<file path="src/rtl/seq_detect_param.sv">
// Serial pattern detector with runtime-loadable pattern, overlap/non-overlap modes and saturating match counter.
// valid_o is a registered Moore flag, high the cycle after the edge that samples the final pattern bit; no backpressure.
module seq_detect_param #(
    parameter int               PAT_W   = 4,
    parameter logic [PAT_W-1:0] RST_PAT = 4'b1010,
    parameter int               CNT_W   = 8
) (
    input  logic             clk_i,
    input  logic             rst_ni,
    input  logic             string_i,
    input  logic             string_vld_i,
    input  logic             overlap_i,
    input  logic             cfg_load_i,
    input  logic [PAT_W-1:0] pattern_i,
    input  logic             cnt_clr_i,
    output logic             valid_o,
    output logic [CNT_W-1:0] match_cnt_o
);

    localparam int             FW        = $clog2(PAT_W + 1);
    localparam logic [FW-1:0]  FILL_FULL = FW'(PAT_W);
    localparam logic [CNT_W-1:0] CNT_MAX = '1;

    typedef enum logic {HUNT, MATCH} state_t;

    state_t           state_q, state_d;
    logic [PAT_W-1:0] pat_q, pat_d;
    logic [PAT_W-1:0] hist_q, hist_d;
    logic [FW-1:0]    fill_q, fill_d;
    logic [CNT_W-1:0] cnt_q, cnt_d;

    logic             samp;
    logic             hit;
    logic [PAT_W-1:0] hist_sh;
    logic [FW-1:0]    fill_inc;

    always_comb begin
        samp     = string_vld_i & ~cfg_load_i;
        hist_sh  = {hist_q[PAT_W-2:0], string_i};
        fill_inc = (fill_q == FILL_FULL) ? fill_q : fill_q + 1'b1;
        // The fill check keeps the zeroed reset history from matching an all-zero pattern early.
        hit      = samp && (fill_inc == FILL_FULL) && (hist_sh == pat_q);

        pat_d   = pat_q;
        hist_d  = hist_q;
        fill_d  = fill_q;
        state_d = hit ? MATCH : HUNT;
        cnt_d   = cnt_q;

        if (cfg_load_i) begin
            pat_d  = pattern_i;
            hist_d = '0;
            fill_d = '0;
        end else if (samp) begin
            if (hit && !overlap_i) begin
                hist_d = '0;
                fill_d = '0;
            end else begin
                hist_d = hist_sh;
                fill_d = fill_inc;
            end
        end

        if (cnt_clr_i) begin
            cnt_d = '0;
        end else if (hit && (cnt_q != CNT_MAX)) begin
            cnt_d = cnt_q + 1'b1;
        end
    end

    always_ff @(posedge clk_i or negedge rst_ni) begin
        if (!rst_ni) begin
            state_q <= HUNT;
            pat_q   <= RST_PAT;
            hist_q  <= '0;
            fill_q  <= '0;
            cnt_q   <= '0;
        end else begin
            state_q <= state_d;
            pat_q   <= pat_d;
            hist_q  <= hist_d;
            fill_q  <= fill_d;
            cnt_q   <= cnt_d;
        end
    end

    assign valid_o     = (state_q == MATCH);
    assign match_cnt_o = cnt_q;

endmodule

</file>
<file path="config.mk">
export PLATFORM = sky130hd
export DESIGN_NAME = seq_detect_param
export DESIGN_NICKNAME = d
export VERILOG_FILES = /design/src/rtl/seq_detect_param.sv
export SDC_FILE = /design/constraint.sdc
export NUM_CORES = 1
export LEC_CHECK = 0
export ABC_AREA = 1
export BUFFER_PORTS_ARGS = -buffer_cell sky130_fd_sc_hd__buf_2
export CORE_ASPECT_RATIO = 0.6
export CORE_MARGIN = 2
export CORE_UTILIZATION = 49
export CTS_CLUSTER_DIAMETER = 200
export DETAILED_ROUTE_END_ITERATION = 8
export PLACE_DENSITY_LB_ADDON = 0.05
export REMOVE_ABC_BUFFERS = 1
export SLEW_MARGIN = 20
export SYNTH_ARGS = -nofsm -noshare
export SYNTH_HDL_FRONTEND = slang
export SYNTH_SLANG_ARGS = --single-unit
</file>
<file path="constraint.sdc">
create_clock -name clk_i -period 1.5 [get_ports clk_i]
set_clock_uncertainty 0.1 [all_clocks]
set_input_delay 0.3 -clock clk_i [delete_from_list [all_inputs] [get_ports clk_i]]
set_output_delay 0.3 -clock clk_i [all_outputs]
set_load 0.05 [all_outputs]
</file>
==> summary.md <==
| Metric | Value |
|---|---|
| Worst hold-check slack | `0.141 ns` |
| Number of H-tree levels | `1` |
| Routed wire length per instance | `13.6 µm` |
| Primary FF master, synth | `sky130_fd_sc_hd__dfrtp_1` |
| Power spent charging and discharging nets | `0.334 mW` |
| Worst supply voltage drop on vdd | `477 µV` |
| Remaining antenna violation count | `0` |
| Depth of the worst register-to-register path | `10` |
| Area growth from synthesis to layout | `45.8%` |
| Failing checks | `negative setup slack` |
| Arrival time reported for the critical path endpoint | `1.71 ns` |
| DRT iter0 DRCs | `59` |
| Final routed wirelength across all metal layers | `3190 µm` |
| Placement-stage worst setup slack | `-0.212 ns` |
| Critical path launch point type | `flip-flop` |
| Synthesis-stage register bit count | `19` |
| Antenna violations before repair | `0` |
| Initial standard-cell utilization of the core | `53.2%` |
| Clock Power Share | `31.1%` |
| Final Hold Violating Endpoints | `0` |
| DRC viols | `0` |
| Global-route usage over all layers | `24.6%` |
| Top routing layer in use | `met4` |
| Cell type with the largest total area after synthesis | `sky130_fd_sc_hd__dfrtp_1` |
| Combinational share of power | `21.7%` |
| Transition time at the pin with the least slew margin | `0.609 ns` |
| Share of the clock period used by the worst path after layout | `111%` |
| Kind of capture point of the worst setup path | `flip-flop` |
| Routed met3 length | `183 µm` |
| Routability cong. | `0.839` |
| Clock Pin Slew Worst Setup and Hold Paths | `0.08 ns` |
| Final-stage net count | `220` |
| Synth Area per Inst | `7.41 µm²` |
| FF-to-FF End | `match_cnt_o[0]` |
| Synth warnings | `0` |
| Outcome | `finished, violations left` |
| Largest net degree at the start of global routing | `20` |
| TritonCTS clock tree | `done` |
| R2r startpoint | `fill_q[0]` |
| Power per cell area | `676 nW/µm²` |
| Fmax | `598 MHz` |
| Die outline width | `67.5 µm` |
| Max-slew headroom at the worst pin | `59.3%` |
| Core Footprint | `2230 µm²` |
| Number of instances in the placed design | `225` |
| Sequential Power Share | `47.2%` |
| Detailed-placement wirelength estimate | `2120 µm` |
| Total global routing overflow | `0` |
| Number of diodes added for antenna fixing | `0` |
| Number of vias in the routed layout | `1,183` |
| Die extent in y | `42.1 µm` |
| Count of clock tree sinks | `19` |
| Post-synthesis instance area | `1180 µm²` |
| Max-slew violation count | `0` |
| Data required time of the critical path | `1.54 ns` |
| Sum of negative setup slack | `-1.66 ns` |
| Start point of the worst min-delay path | `pattern_i[2]` |
| Instance count along the most critical hold path | `3` |
| Root Buffer | `sky130_fd_sc_hd__clkbuf_8` |
| Setup repair after global routing missed its margin | `true` |
| CP max FO | `8` |
| Class of the worst hold path | `input pin to flip-flop` |
| Largest cells by area after synthesis | `sky130_fd_sc_hd__dfrtp_1 (36%), sky130_fd_sc_hd__nand2_1 (16%), sky130_fd_sc_hd__inv_1 (8.6%), sky130_fd_sc_hd__nand3_1 (6.3%), sky130_fd_sc_hd__dfstp_2 (4.4%)` |
| Number of setup violations in the final report | `12` |
| Via count of the first global-routing pass | `1,127` |
| Number of iterations in the first detailed-routing pass | `4` |
| Number of unique standard cell types used by synthesis | `21` |
| Switching Share | `28.6%` |
| Clock latency at the later pin of the worst-skew pair | `0.26 ns` |
| Number of synthesized flops with an enable pin | `0` |
| Overall die area | `2840 µm²` |
| Number of input and output port buffers inserted | `19` |
| Number of cell rows | `13` |
| Startpoint-to-endpoint class of the critical path | `flip-flop to flip-flop` |
| Design Power | `1.17 mW` |
| Filler Cell Count | `156` |
| Wire length of the first global-routing pass | `5130 µm` |
| Clock period minus worst slack | `1.67 ns` |
| Source of the critical timing path | `fill_q[0]` |
| Max-capacitance violation count | `0` |
| Area fraction of the dominant cell type after synthesis | `35.9%` |
| Setup WS post-layout | `-0.171 ns` |
| Detailed-routing wirelength on met1 | `1540 µm` |
| Synthesized instance count | `160` |
| Cell with the most instances after synthesis | `sky130_fd_sc_hd__nand2_1` |
| Static Leakage | `0.927 nW` |
| Fraction of final layout cells with drive strength greater than 1 | `43.9%` |
| Worst-case clock buffer depth | `2` |
| Post-synth top cells | `sky130_fd_sc_hd__nand2_1 (51), sky130_fd_sc_hd__inv_1 (27), sky130_fd_sc_hd__dfrtp_1 (17)` |
| Share of synthesized flip-flops with an asynchronous set or reset | `100%` |
| Setup slack, reg-to-reg | `-0.17 ns` |
| Portion of the post-synthesis area used by sequential elements | `40.3%` |
| TritonCTS Buffers | `3` |
| Final cell count without fillers | `235` |
| Internal power summed over all cells | `0.834 mW` |
| Io pins | `20` |
| Via-per-instance ratio | `5.03` |
| Terminating pin of the worst hold path | `pat_q[2]` |
| Met2 wire len | `1450 µm` |
[area by class of cell]
class	count	area [µm²]	share of cell area, %
Multi-Input combinational cell	112	776	44.9
Tap cell	30	37.5	2.17
Clock buffer	4	45.0	2.61
Sequential cell	19	479	27.7
Inverter	28	108	6.23
Timing Repair Buffer	42	283	16.4
[what timing repair did]
item                                    in CTS  in global routing
buffers inserted                             3                  1
gates cloned                                 1                  0
pin swaps                                   16                 13
endpoints found under the setup margin      12                 13
gates resized for setup                     24                 21
hold buffers                                 1                  0
hold endpoints to repair                    17                  0
[through the flow]
step | area [µm²] | utilization [%]
2_1_floorplan | 1170 | -
5_1_grt | 1730 | 77.5
3_3_place_gp | 1450 | 65.0
3_5_place_dp | 1450 | 65.0
6_report | 1730 | 77.5
4_1_cts | 1640 | 73.4
[flip-flops by register name, indices dropped and copies added, names as in the netlist]
register	flops
fill_q	3
valid_o	1
match_cnt_o	8
pat_q	4
hist_q	3
[routing by layer]
metal,track usage (%),vias up
li1,-,591
met1,35.6,540
met2,36.7,48
met3,6.99,4
met4,4.49,0
met5,0,-
[worst max-delay path by stage]
stage | endpoint | slack [ns] | cells past startpoint
2_1_floorplan | match_cnt_o[2] | -0.35 | 7
4_1_cts | match_cnt_o[2] | -0.12 | 9
6_report | match_cnt_o[0] | -0.17 | 10
5_1_grt | match_cnt_o[0] | -0.24 | 9
3_5_place_dp | match_cnt_o[7] | -0.21 | 10
3_3_place_gp | match_cnt_o[2] | -0.17 | 10
[power groups by stage]
stage | sequential (mW) | clock, mW | combinational [mW]
after floorplan | 0.554 | 0 | 0.0893
after global placement | 0.556 | 0 | 0.159
after detailed placement | 0.557 | 0 | 0.165
after CTS | 0.548 | 0.366 | 0.215
after global routing | 0.554 | 0.396 | 0.279
final | 0.552 | 0.363 | 0.253
[cell usage in the layout (no fill, tap or decap)]
cell type / n
sky130_fd_sc_hd__nand2_1: 40
sky130_fd_sc_hd__inv_1: 23
sky130_fd_sc_hd__buf_4: 21
sky130_fd_sc_hd__buf_2: 19
sky130_fd_sc_hd__dfrtp_1: 16
sky130_fd_sc_hd__nor2_1: 10
sky130_fd_sc_hd__nand3_2: 10
sky130_fd_sc_hd__nand2_2: 8
sky130_fd_sc_hd__nand4_1: 8
sky130_fd_sc_hd__xor2_1: 6
sky130_fd_sc_hd__nand2_4: 5
sky130_fd_sc_hd__inv_2: 4
sky130_fd_sc_hd__nor2_4: 4
sky130_fd_sc_hd__nand3_4: 4
sky130_fd_sc_hd__nand3_1: 4
sky130_fd_sc_hd__nor2_2: 3
sky130_fd_sc_hd__o21ai_0: 3
sky130_fd_sc_hd__clkbuf_8: 3
sky130_fd_sc_hd__ha_4: 2
sky130_fd_sc_hd__dfstp_2: 2
sky130_fd_sc_hd__inv_4: 1
sky130_fd_sc_hd__nor2_8: 1
sky130_fd_sc_hd__o22ai_2: 1
sky130_fd_sc_hd__o22ai_1: 1
sky130_fd_sc_hd__xnor2_1: 1
sky130_fd_sc_hd__ha_1: 1
sky130_fd_sc_hd__clkbuf_1: 1
sky130_fd_sc_hd__dfrtp_2: 1
sky130_fd_sc_hd__dlygate4sd3_1: 1
sky130_fd_sc_hd__buf_12: 1
[worst max-delay path, stage by stage, from the launching register on]
cell                      delay, ns
sky130_fd_sc_hd__dfrtp_1       0.43
sky130_fd_sc_hd__inv_2         0.08
sky130_fd_sc_hd__ha_4          0.19
sky130_fd_sc_hd__nand2_4       0.08
sky130_fd_sc_hd__nand2_4       0.06
sky130_fd_sc_hd__nand2_4       0.09
sky130_fd_sc_hd__nand3_4       0.08
sky130_fd_sc_hd__nor2_4        0.11
sky130_fd_sc_hd__nand3_4       0.16
sky130_fd_sc_hd__nand3_2       0.13
sky130_fd_sc_hd__nand2_2       0.06
[kinds of logic after synthesis]
family,count (synthesis),share of synthesized area [%]
xor+xnor,7,5.17
flops,19,40.3
compound gates,5,2.32
fa+ha+maj,3,3.17
simple gates,96,38.8
buf+inv,30,10.2
Power figures use the tool's default switching activity.
